`src/rtl/fb_write_arbiter.sv`:
```
// Purpose: small synchronous FIFO holding pending frame-buffer writes.
// Latency: a pushed entry is visible at the head one cycle after the push.
// Backpressure: a push into a full FIFO is ignored unless a pop happens in the same cycle.
module fb_fifo #(
  parameter int W     = 8,
  parameter int DEPTH = 4
) (
  input  logic         clk,
  input  logic         rst_n,
  input  logic         in_vld,
  input  logic [W-1:0] in_dat,
  input  logic         out_rdy,
  output logic         out_vld,
  output logic [W-1:0] out_dat,
  output logic         full
);
  // DEPTH must be a power of two so that the pointers wrap naturally.
  localparam int PW = $clog2(DEPTH);

  logic [W-1:0]  mem [DEPTH];
  logic [PW-1:0] wr_ptr, rd_ptr;
  logic [PW:0]   cnt, cnt_nxt;
  logic          do_push, do_pop;

  assign out_vld = (cnt != '0);
  assign out_dat = mem[rd_ptr];
  assign do_pop  = out_rdy && out_vld;
  assign do_push = in_vld && (!full || do_pop);

  // Occupancy after this cycle's push/pop.
  always_comb begin
    cnt_nxt = cnt + (PW+1)'(do_push) - (PW+1)'(do_pop);
  end

  // Pointer, count and full-flag registers.
  always_ff @(posedge clk or negedge rst_n) begin
    if (!rst_n) begin
      wr_ptr <= '0;
      rd_ptr <= '0;
      cnt    <= '0;
      full   <= 1'b0;
    end else begin
      if (do_push) wr_ptr <= wr_ptr + PW'(1);
      if (do_pop)  rd_ptr <= rd_ptr + PW'(1);
      cnt  <= cnt_nxt;
      full <= (cnt_nxt == (PW+1)'(DEPTH));
    end
  end

  // Storage array, no reset needed since occupancy gates reads.
  always_ff @(posedge clk) begin
    if (do_push) mem[wr_ptr] <= in_dat;
  end
endmodule

// Purpose: parses UART pixel commands, runs full-screen clear, arbitrates the single RAM port.
// Latency: command write hits RAM at the earliest the cycle after its colour byte; VGA read data valid one cycle after request.
// Backpressure: VGA reads always win; clear then FIFO use idle cycles; a command hitting a full FIFO is dropped with cmd_error.
module fb_write_arbiter #(
  parameter int H_PIX      = 160,
  parameter int V_PIX      = 120,
  parameter int ADDR_W     = 15,
  parameter int COL_W      = 3,
  parameter int FIFO_DEPTH = 4
) (
  input  logic              CLK_50MHz,
  input  logic              reset,
  input  logic [7:0]        rx_data,
  input  logic              rx_valid,
  input  logic              vga_rd_req,
  input  logic [ADDR_W-1:0] vga_rd_addr,
  output logic [COL_W-1:0]  vga_rd_data,
  output logic              vga_rd_valid,
  output logic [ADDR_W-1:0] fb_addr,
  output logic              fb_we,
  output logic [COL_W-1:0]  fb_wdata,
  input  logic [COL_W-1:0]  fb_rdata,
  output logic              cmd_error,
  output logic              busy,
  output logic              fifo_full
);
  localparam logic [7:0]        B_RESYNC = 8'hFF;
  localparam logic [7:0]        B_CLEAR  = 8'hFE;
  localparam logic [ADDR_W-1:0] CLR_LAST = ADDR_W'(H_PIX * V_PIX - 1);

  typedef struct packed {
    logic [ADDR_W-1:0] addr;
    logic [COL_W-1:0]  col;
  } wr_cmd_t;

  typedef enum logic [1:0] {S_X, S_Y, S_C} state_t;

  state_t            state, state_nxt;
  logic [7:0]        x_lat, y_lat, x_nxt, y_nxt;
  logic              push, parse_err, clear_start, drop;
  wr_cmd_t           push_dat, head;
  logic              head_vld, pop, clr_grant;
  logic [ADDR_W-1:0] clr_cnt;

  // Parser next state: 0xFF resyncs from anywhere, 0xFE in S_X requests a clear.
  always_comb begin
    state_nxt   = state;
    x_nxt       = x_lat;
    y_nxt       = y_lat;
    push        = 1'b0;
    parse_err   = 1'b0;
    clear_start = 1'b0;
    if (rx_valid) begin
      if (rx_data == B_RESYNC) begin
        state_nxt = S_X;
      end else begin
        case (state)
          S_X: begin
            if (rx_data == B_CLEAR) begin
              if (busy) parse_err   = 1'b1;
              else      clear_start = 1'b1;
            end else if (rx_data < 8'(H_PIX)) begin
              x_nxt     = rx_data;
              state_nxt = S_Y;
            end else begin
              parse_err = 1'b1;
            end
          end
          S_Y: begin
            if (rx_data < 8'(V_PIX)) begin
              y_nxt     = rx_data;
              state_nxt = S_C;
            end else begin
              parse_err = 1'b1;
              state_nxt = S_X;
            end
          end
          S_C: begin
            push      = 1'b1;
            state_nxt = S_X;
          end
          default: state_nxt = S_X;
        endcase
      end
    end
  end

  // Linear pixel address and colour for the command being completed.
  always_comb begin
    push_dat.addr = ADDR_W'(y_lat) * ADDR_W'(H_PIX) + ADDR_W'(x_lat);
    push_dat.col  = rx_data[COL_W-1:0];
  end

  // Single RAM port mux: VGA read, then clear, then pending FIFO write.
  always_comb begin
    fb_addr   = '0;
    fb_we     = 1'b0;
    fb_wdata  = '0;
    pop       = 1'b0;
    clr_grant = 1'b0;
    if (vga_rd_req) begin
      fb_addr = vga_rd_addr;
    end else if (busy) begin
      fb_addr   = clr_cnt;
      fb_we     = 1'b1;
      clr_grant = 1'b1;
    end else if (head_vld) begin
      fb_addr  = head.addr;
      fb_wdata = head.col;
      fb_we    = 1'b1;
      pop      = 1'b1;
    end
  end

  // A completed command is lost only if the FIFO is full and not draining this cycle.
  assign drop = push && fifo_full && !pop;

  fb_fifo #(
    .W     ($bits(wr_cmd_t)),
    .DEPTH (FIFO_DEPTH)
  ) u_fifo (
    .clk     (CLK_50MHz),
    .rst_n   (reset),
    .in_vld  (push),
    .in_dat  (push_dat),
    .out_rdy (pop),
    .out_vld (head_vld),
    .out_dat (head),
    .full    (fifo_full)
  );

  // Parser state and coordinate latches.
  always_ff @(posedge CLK_50MHz or negedge reset) begin
    if (!reset) begin
      state <= S_X;
      x_lat <= '0;
      y_lat <= '0;
    end else begin
      state <= state_nxt;
      x_lat <= x_nxt;
      y_lat <= y_nxt;
    end
  end

  // Clear sequencer: counter advances only on cycles the port is granted to it.
  always_ff @(posedge CLK_50MHz or negedge reset) begin
    if (!reset) begin
      busy    <= 1'b0;
      clr_cnt <= '0;
    end else if (clear_start) begin
      busy <= 1'b1;
    end else if (clr_grant) begin
      if (clr_cnt == CLR_LAST) begin
        busy    <= 1'b0;
        clr_cnt <= '0;
      end else begin
        clr_cnt <= clr_cnt + ADDR_W'(1);
      end
    end
  end

  // Error pulse and VGA read-valid pipeline.
  always_ff @(posedge CLK_50MHz or negedge reset) begin
    if (!reset) begin
      cmd_error    <= 1'b0;
      vga_rd_valid <= 1'b0;
    end else begin
      cmd_error    <= parse_err | drop;
      vga_rd_valid <= vga_rd_req;
    end
  end

  // RAM read data is already one cycle behind its address.
  assign vga_rd_data = fb_rdata;
endmodule
```
`config.mk`:
```
export PLATFORM = sky130hd
export DESIGN_NAME = fb_write_arbiter
export DESIGN_NICKNAME = d
export VERILOG_FILES = /design/src/rtl/fb_write_arbiter.sv
export SDC_FILE = /design/constraint.sdc
export NUM_CORES = 1
export LEC_CHECK = 0
export ABC_CLOCK_PERIOD_IN_PS = 3500
export CORE_ASPECT_RATIO = 0.7
export CORE_UTILIZATION = 45
export DETAILED_ROUTE_END_ITERATION = 10
export DONT_BUFFER_PORTS = 1
export MAX_ROUTING_LAYER = met4
export PLACE_DENSITY_LB_ADDON = 0.08
export SLEW_MARGIN = 10
export SYNTH_ARGS = -nofsm -noshare
export SYNTH_HDL_FRONTEND = slang
export SYNTH_SLANG_ARGS = --single-unit
```
`constraint.sdc`:
```
create_clock -name CLK_50MHz -period 3.5 [get_ports CLK_50MHz]
set_input_delay 1.05 -clock CLK_50MHz [delete_from_list [all_inputs] [get_ports CLK_50MHz]]
set_output_delay 1.05 -clock CLK_50MHz [all_outputs]
set_load 0.01 [all_outputs]
```
==> results of run 1 <==
## stage by stage
stage	cell area, um2	cells	hold slack, ns
after global routing	6240	561	0.3064
after floorplan	5436	375	0.4709
after detailed placement	5655	529	0.5217
after CTS	6238	561	0.3098
final	6240	561	0.3300
after global placement	5655	529	0.4959
## flip-flops by register name, indices dropped and copies added (netlist names), 2 cells and up
register,cells
x_lat,8
u_fifo.cnt,3
u_fifo.mem,72
y_lat,8
u_fifo.rd_ptr,2
u_fifo.wr_ptr,2
clr_cnt,15
state,2
## worst paths after layout
check / to / slack, ns / depth (start not counted)
max: fb_addr[3] / 0.23 / 6
min: clr_cnt[12] / 0.33 / 0
max in group asynchronous: y_lat[0] / 3.05 / 0
min in group CLK_50MHz: clr_cnt[10] / 0.53 / 1
min reg2reg: clr_cnt[10] / 0.53 / 1
max reg2reg: u_fifo.full / 0.68 / 11
## metal layers
layer / vias up / global-route usage [%] / wire length [um]
li1: 1450 / - / -
met2: 99 / 26.82 / 4628
met5: - / - / 0
met3: 14 / 5.879 / 685
met1: 1562 / 27.16 / 5408
met4: 0 / 7.765 / 114
## cell type report
type | instances | area, um2
Multi-Input combinational cell | 210 | 1969
Sequential cell | 116 | 3264
Clock inverter | 15 | 157.7
Inverter | 35 | 131.4
Fill cell | 999 | 5487
Tap cell | 157 | 196.4
Clock buffer | 17 | 425.4
Timing Repair Buffer | 11 | 95.09
## cell usage in the layout, fill, tap and decap left out, types with 3 or more instances in the layout
cell / Yosys / final
sky130_fd_sc_hd__nor2b_1: 3 / 3
sky130_fd_sc_hd__xnor2_1: 16 / 16
sky130_fd_sc_hd__edfxtp_1: 72 / 72
sky130_fd_sc_hd__clkinv_2: 0 / 3
sky130_fd_sc_hd__inv_6: 0 / 3
sky130_fd_sc_hd__nor3_1: 5 / 5
sky130_fd_sc_hd__nand2_1: 12 / 12
sky130_fd_sc_hd__fa_1: 3 / 3
sky130_fd_sc_hd__a21o_1: 3 / 3
sky130_fd_sc_hd__mux2_1: 6 / 6
sky130_fd_sc_hd__and2_1: 8 / 8
sky130_fd_sc_hd__a222oi_1: 15 / 15
sky130_fd_sc_hd__o21ai_0: 7 / 7
sky130_fd_sc_hd__nand4_1: 6 / 6
sky130_fd_sc_hd__ha_1: 22 / 22
sky130_fd_sc_hd__a21oi_1: 7 / 7
sky130_fd_sc_hd__mux4_2: 18 / 18
sky130_fd_sc_hd__inv_1: 35 / 35
sky130_fd_sc_hd__xor2_1: 11 / 11
sky130_fd_sc_hd__and3_1: 3 / 3
sky130_fd_sc_hd__clkinv_4: 0 / 3
sky130_fd_sc_hd__mux2_2: 8 / 8
sky130_fd_sc_hd__dfrtp_1: 44 / 43
sky130_fd_sc_hd__nor2_1: 21 / 21
sky130_fd_sc_hd__nand3_1: 3 / 3
sky130_fd_sc_hd__buf_4: 4 / 10
sky130_fd_sc_hd__clkbuf_16: 0 / 17
sky130_fd_sc_hd__clkinvlp_4: 0 / 4
## what timing repair did
action | CTS | global route
endpoints found under the hold margin | 0 | 0
buffers inserted | 0 | 0
setup endpoints to repair | 0 | 3
gates resized for setup | 0 | 1
## logic make-up (layout without fill, tap and decap cells)
| logic type | Yosys count | count (layout) |
|---|---|---|
| and+or+nand+nor | 80 | 80 |
| adders and majority gates | 25 | 25 |
| buffers and inverters | 49 | 78 |
| muxes | 34 | 34 |
| xor gates and xnor gates | 27 | 27 |
| AOI/OAI and AO/OA | 44 | 44 |
| DFF | 116 | 116 |
## Yosys cell counts (4+ instances only)
cell type | n | share of area, %
sky130_fd_sc_hd__a21oi_1 | 7 | 0.64
sky130_fd_sc_hd__nand2_1 | 12 | 0.83
sky130_fd_sc_hd__xor2_1 | 11 | 1.8
sky130_fd_sc_hd__buf_4 | 4 | 0.55
sky130_fd_sc_hd__buf_2 | 4 | 0.37
sky130_fd_sc_hd__mux4_2 | 18 | 7.5
sky130_fd_sc_hd__inv_1 | 35 | 2.4
sky130_fd_sc_hd__o21ai_0 | 7 | 0.64
sky130_fd_sc_hd__dfrtp_1 | 44 | 20
sky130_fd_sc_hd__nor2_1 | 21 | 1.5
sky130_fd_sc_hd__and2_1 | 8 | 0.92
sky130_fd_sc_hd__ha_1 | 22 | 5.1
sky130_fd_sc_hd__a222oi_1 | 15 | 2.8
sky130_fd_sc_hd__xnor2_1 | 16 | 2.6
sky130_fd_sc_hd__clkbuf_1 | 5 | 0.35
sky130_fd_sc_hd__nand4_1 | 6 | 0.69
sky130_fd_sc_hd__edfxtp_1 | 72 | 40
sky130_fd_sc_hd__mux2_1 | 6 | 1.2
sky130_fd_sc_hd__mux2_2 | 8 | 1.7
sky130_fd_sc_hd__nor3_1 | 5 | 0.46
## power breakdown
group | leakage, nW | total [mW] | switching [mW] | internal, mW
Combinational | 0.990 | 1.75 | 0.986 | 0.763
Sequential | 1.21 | 2.03 | 0.159 | 1.88
Clock | 0.276 | 1.69 | 0.641 | 1.05
==> results, run 1 <==
- The flow ran to the end, and the final reports show no timing, DRC or antenna violations.
- The fraction of registers with async set or reset after synthesis is 37.93%.
- The via count of the first global-routing pass is 3069.
- The largest driver fanout on the critical path is 15.
- The slowest stage of the critical path is the sky130_fd_sc_hd__nor3_1 cell.
- The final cycle utilization of the critical path is 93.53%.
- The synthesized netlist devotes 6.168% of its cell area to adder and majority cells.
- The floorplan step set the die height to 93.96 um.
- The element type at the critical path start is a register.
- The number of clock buffers inserted by TritonCTS is 17.
- The number of ports placed on the die boundary is 56.
- Counting flops and latches in the post-synthesis netlist gives 116.
- Setup repair after global routing left no endpoint under its margin.
- The die covers 0.01253 mm2.
- The synthesized netlist occupies a cell area of 0.005436 mm2.
- The required time of the critical path is 2.45 ns.
- The data arrival at the endpoint of the critical path is 2.22 ns.
- The actual slew at the worst max-slew pin is 0.8058 ns.
- The overall routed net length is 10.84 mm.
- The Yosys step of the flow raised 0 warnings.
- The H-tree was split into 4 levels.
- Summing over every cut layer, the via total after detailed routing is 3125.
- The overall overflow remaining after global route is 0.
- The dominant combinational cell family by area after synthesis is multiplexers.
- The worst slew margin relative to its limit is 45.92%.
- The share of synthesized area spent on multiplexers is 10.82%.
- Subtracting the final worst setup slack from the clock period gives 3.274 ns.
- The core region is 0.01173 mm2.
- Traced cell by cell, the critical path runs through nor3_1, or3_4, inv_1, buf_4, a222oi_1, inv_1.
- The root buffer cell chosen for the clock tree is sky130_fd_sc_hd__clkbuf_16.
- The half-perimeter wire length after detailed placement is 7.578 mm.
- Counting distinct cell types in the post-synthesis netlist gives 52.
- Derived from the worst setup path, the maximum achievable clock frequency is 305.5 MHz.
- For this run, the total global-route usage over all layers was measured as 19.56%.
- The tightest min-delay check is of the in -> async type.
- The number of buffers added on ports is 0.
- The synthesized net count is 430.
- The setup-violating endpoint count in the final report is 0.
- Counting flops with a built-in enable in the synthesized netlist gives 72.
- The most used flip-flop cell after synthesis is sky130_fd_sc_hd__edfxtp_1.
- Synthesis produced a netlist whose cell count is 375.
- Of the cells placed in the final design, the portion with a size suffix greater than 1 is 19.55%.
- The number of design-rule violations left by the first detailed-router iteration is 185.
- The critical path launch point is u_fifo.cnt[0].
- The setup slack after layout is 0.2263 ns.
- The static power due to leakage is 2.476 nW.
- Counting both buffers and inverters, the worst setup path holds a total of 3.
- STA classifies the critical path endpoint as a primary output.
- The initialized floorplan defines 33 standard-cell rows.
- The critical path's largest stage delay is 0.46 ns.
- Entering global routing, the biggest net connects 45 pins.
- In this run, post-CTS hold repair placed 0 buffers.
- Dividing the detail-routed via count by the number of cells gives 5.570.
- The cell family contributing the most delay on the critical path is simple AND/OR/NAND/NOR gates.
- The clock latency reported for the late side of the worst-skew pair is 0.41 ns.
- The power per standard cell area is 877.3 mW/mm2.
- The maximum ir drop on the vdd rail is 0.3464 mV.
- The synthesized area per cell is 14.50 um2.
- The iteration count of the initial detailed-routing pass is 7.
- The antenna cell count is 0.
- The XOR/XNOR share of the synthesized area is 4.350%.
- The final hold violation count came to 0.
- The sum of negative setup slack is 0 ns.
- In the final routed layout, each cell accounts on average for 19.32 um.
- The simple-gate share of the synthesized area is 8.400%.
- The total power is 5.474 mW.
- On the final layout, the worst clock skew is 0.01055 ns.
- The reported max-cap violation count is 0.
- The post-synthesis sequential area ratio is 60.02%.
- The clock drives 116 sinks.
- In this run the remaining antenna-violating nets after routing total 0.
- The synthesized netlist devotes 6.490% of its cell area to compound gates.
- The setup path with the least slack is of type reg -> out.
- The number of antenna violations at the first check in global routing is 0.
- The final layout net count is 446.
- For this run, design rule violations remaining after detail routing come to 0.
- In this run the deepest clock path goes through 2 buffers.
- The startpoint identified for the worst register-to-register timing path is u_fifo.cnt[0].
- Prior to clock tree synthesis, the placed netlist has a worst setup slack of 0.4299 ns.
- The number of max-slew violations in the final report was 0.
- Routability-driven placement finished with a final weighted congestion of 0.7897.
- The x dimension of the die is 133.4 um.
- Once the floorplan was initialized, standard cells occupied 46.36% of the core.
- From synthesis to final layout, the design area changed by 14.78%.
- The CTS clock-pin slew for the worst setup and hold paths is 0.06 ns.
- TritonCTS built the clock tree.
- The cell type with the highest occurrence count on the critical path is sky130_fd_sc_hd__inv_1.
- Cells fill 53.21% of the core in the end.
- The first global-routing pass estimated 17.08 mm of wire.
Power figures use the tool's default switching activity.
==> run 2: changes to the inputs <==
ABC_AREA = 1   (was not set)
CORE_ASPECT_RATIO = 1.75   (was 0.7)
==> results, run 2 <==
- The number of placement rows was 54 (+64%).
- The worst reg2reg path depth is 11 (unchanged).
- The data arrival at the endpoint of the critical path is 1.90 ns (-0.32 ns).
- The required time of the critical path is 2.45 ns (about the same).
- The number of ports placed on the die boundary is 56 (unchanged).
- In this design, the critical path's most frequently occurring cell is sky130_fd_sc_hd__buf_4.
- The final layout net count is 669 (+50%).
- The last weighted congestion value of the routability-driven placer is 0.8617 (+9.1%).
- The area of all placed cells without fillers is 0.006548 mm2 (+4.9%).
- The CTS clock-pin slew for the worst setup and hold paths is 0.06 ns (about the same).
- The count of H-tree levels built during CTS was 4 (unchanged).
- The static power due to leakage is 2.790 nW (+13%).
- The final hold violation count is 0 (unchanged).
- The largest driver fanout on the critical path is 36 (+21).
- The most common cell after layout, fill and taps aside is sky130_fd_sc_hd__nand2_1.
- The number of buffers added on ports was 0 (unchanged).
- The global-route wire length before repair is 20.82 mm (+22%).
- The count of synthesis-stage warnings from yosys is 0 (unchanged).
- The critical path's largest stage delay is 0.36 ns (-0.10 ns).
- The total setup buffers inserted after CTS was 0 (unchanged).
- The setup slack after placement is 0.5001 ns (+0.07014 ns).
- The total of hold buffers inserted after clock tree synthesis came to 0 (unchanged).
- The area enclosed by the die boundary is 0.01342 mm2 (+7.1%).
- The via count of the first global-routing pass is 4109 (+34%).
- Among all cell types in the netlist, the one instantiated most often is sky130_fd_sc_hd__nand2_1.
- The setup clock skew after layout is 0.01307 ns (+0.002529 ns).
- TritonCTS built the clock tree.
- Sorting the synthesized cells by area gives the leading types as sky130_fd_sc_hd__edfxtp_1, sky130_fd_sc_hd__dfrtp_1, sky130_fd_sc_hd__nand2_1.
- Setup repair after global routing left no endpoint under its margin.
- The reported max-cap violation count came to 0 (unchanged).
- The summed instance area of the synthesized netlist is 0.005826 mm2 (+7.2%).
- The synthesized net count was 661 (+54%).
- The area of placed instances came to 0.006015 mm2 (+6.3%).
- The share of post-route cells with drive strength above 1 came to 10.05% (-9.5 points).
- The signal on the critical path passes through buf_4, nand2_1, a32o_1, o21ai_0, buf_4.
- The final cycle utilization of the critical path came to 84.40% (-9.1 points).
- STA classifies the critical path endpoint as a primary output.
- The cell total after placement is 763 (+44%).
- The synthesized area per cell is 9.613 um2 (-34%).
- The x dimension of the die came to 88.01 um (-34%).
- The worst setup path is launched from a register.
- The fraction of registers with async set or reset after synthesis is 37.93% (unchanged).
- The clock latency reported for the late side of the worst-skew pair is 0.41 ns (about the same).
- The number of distinct standard cells referenced by the synthesized netlist was 40 (-23%).
- The number of clock buffers inserted by TritonCTS came to 17 (unchanged).
- The dominant cell type by area after synthesis is sky130_fd_sc_hd__edfxtp_1.
- The worst slew margin relative to its limit is 61.78% (+16 points).
- The root buffer cell is sky130_fd_sc_hd__clkbuf_16.
- The power per standard cell area came to 803.0 mW/mm2 (-8.5%).
- The post-synthesis sequential area ratio is 56.01% (-4.0 points).
- The per-cell via count in the routed design was 5.192 (-6.8%).
- The largest individual stage delay along the critical path comes from the cell sky130_fd_sc_hd__buf_4.
- The synthesis-to-finish area growth is 12.39%.
- The sum of negative setup slack came to 0 ns (unchanged).
- The number of inserted filler cells in the final layout is 1168 (+17%).
- Leaving out fill and tap cells, the most frequent cells in the layout are sky130_fd_sc_hd__nand2_1, sky130_fd_sc_hd__edfxtp_1, sky130_fd_sc_hd__nand3_1, sky130_fd_sc_hd__inv_1, sky130_fd_sc_hd__nor2_1.
- The number of sinks driven by the clock tree is 116 (unchanged).
- The y dimension of the die came to 152.5 um (+62%).
- The iteration count of the initial detailed-routing pass is 4 (-3).
- The class of the most critical hold timing path is in -> async.
- The critical path is of the reg -> out type.
- The largest registers in the layout are u_fifo.mem (72), clr_cnt (15).
- The actual slew at the worst max-slew pin was 0.5712 ns (-0.2346 ns).
- The area share of the largest cell type after synthesis was 37.11% (-2.7 points).
- More flip-flops sit in one register than any other, and that register is u_fifo.mem.
- The maximum count of clock buffers along a single path is 2 (unchanged).
- The number of antenna-violating nets in the routed design came to 0 (unchanged).
- The number of vias after detailed routing is 4128 (+32%).
- The flow ran to the end, and the final reports show no timing, DRC or antenna violations.
- The overall routed net length came to 12.77 mm (+18%).
- The setup slack after layout is 0.5460 ns (+0.3198 ns).
- The setup-violating endpoint count in the final report came to 0 (unchanged).
- The aggregate global-route resource usage is 21.39% (+1.8 points).
- The number of flip-flops in the largest register is 72 (unchanged).
- The number of design-rule violations left by the first detailed-router iteration came to 242 (+31%).
- The final critical-path required period is 2.954 ns (-0.3198 ns).
- The timing-limited maximum frequency is 338.5 MHz (+11%).
- The post-synthesis instance total came to 606 (+62%).
- The number of max-slew violations in the final report is 0 (unchanged).
- The number of antenna violations at the first check in global routing is 0 (unchanged).
- Ranked by instance count, the synthesized netlist is headed by sky130_fd_sc_hd__nand2_1, sky130_fd_sc_hd__edfxtp_1, sky130_fd_sc_hd__nand3_1.
- The wire length per cell after detailed routing came to 16.07 um (-17%).
- The overall overflow remaining after global route came to 0 (unchanged).
- The total DRC errors in the routed layout is 0 (unchanged).
- The post-cts gate resize count is 0 (unchanged).
- The half-perimeter wire length after detailed placement is 9.183 mm (+21%).
- The initial core utilization is 46.36% (about the same).
- The maximum ir drop on the vdd rail came to 0.3929 mV (+13%).
- The antenna cell count was 0 (unchanged).
- The number of storage elements in the synthesis netlist is 116 (unchanged).
- The most used flip-flop cell after synthesis is sky130_fd_sc_hd__edfxtp_1.
- The number of flops mapped to enable cells by yosys was 72 (unchanged).
- The maximum number of pins on one net before global-route repair is 45 (unchanged).
- The non-filler instance count after layout is 795 (+42%).
- The placeable core region is 0.01257 mm2 (+7.2%).
- The total power was 5.258 mW (-4.0%).
## run 2: changes by cell type after synthesis, sizes merged, moves of 7 or more
cell | previous run | this run
mux2 | 15 | 0
xnor2 | 16 | 4
o211ai | 2 | 10
and2 | 8 | 0
o21ai | 9 | 34
buf | 9 | 16
a222oi | 15 | 0
nand3 | 3 | 68
mux4 | 18 | 0
nor2 | 21 | 50
inv | 35 | 68
nand2 | 12 | 158
a21oi | 7 | 15
## run 2: area by class of cell
class                      count  area, um2  share of cell area [%]
clock buffer                  17      425.4                   6.497
clock inverter                15      107.6                   1.643
inverter                      70      262.8                   4.013
multi-input combinational    399       2166                   33.08
sequential                   116       3263                   49.84
tap                          168      210.2                   3.210
timing repair buffer          10      112.6                   1.720
## run 2: per-layer routing
| layer | track usage, % | part of all wire, % | vias up |
|---|---|---|---|
| met5 | - | 0 | - |
| li1 | - | - | 2053 |
| met3 | 4.930 | 3.0 | 18 |
| met4 | 7.757 | 1.7 | 0 |
| met1 | 24.55 | 41 | 1991 |
| met2 | 35.92 | 54 | 66 |
## run 2: final timing paths
path                                to        startpoint  slack, ns
setup reg to reg           u_fifo.full     u_fifo.cnt[1]       0.82
hold / removal             clr_cnt[13]             reset       0.34
setup / recovery            fb_addr[5]  u_fifo.rd_ptr[0]       0.55
hold reg to reg            clr_cnt[12]       clr_cnt[12]       0.49
min in group CLK_50MHz     clr_cnt[12]       clr_cnt[12]       0.49
max in group asynchronous     y_lat[7]             reset       3.05
## run 2: power by group
part | switching (mW) | internal (mW) | leakage (nW)
clock | 0.625 | 0.904 | 0.257
combinational | 1.17 | 0.573 | 1.35
sequential | 0.155 | 1.83 | 1.19
## run 2: cells by family (layout without fill, tap and decap cells)
family / Yosys count / count (layout) / share of synthesized area [%]
simple gates: 296 / 296 / 22.92
flops: 116 / 116 / 56.01
buf+inv: 91 / 112 / 6.808
compound gates: 64 / 64 / 6.401
fa+ha+maj: 25 / 25 / 5.756
xor+xnor: 14 / 14 / 2.105
## run 2: stage by stage
stage,util [%],hold slack (ns)
after floorplan,-,0.4483
after global placement,47.86,0.4837
after detailed placement,47.86,0.4790
after CTS,52.10,0.3207
after global routing,52.10,0.3111
final,52.10,0.3368
## run 2: critical path, delay by kind of cell, from the launching register on
kind / cells / cell delay (ns)
AO/OA/AOI/OAI: 2 / 0.53
AND/OR/NAND/NOR: 1 / 0.09
buffers and inverters: 2 / 0.53
flip-flops: 1 / 0.35
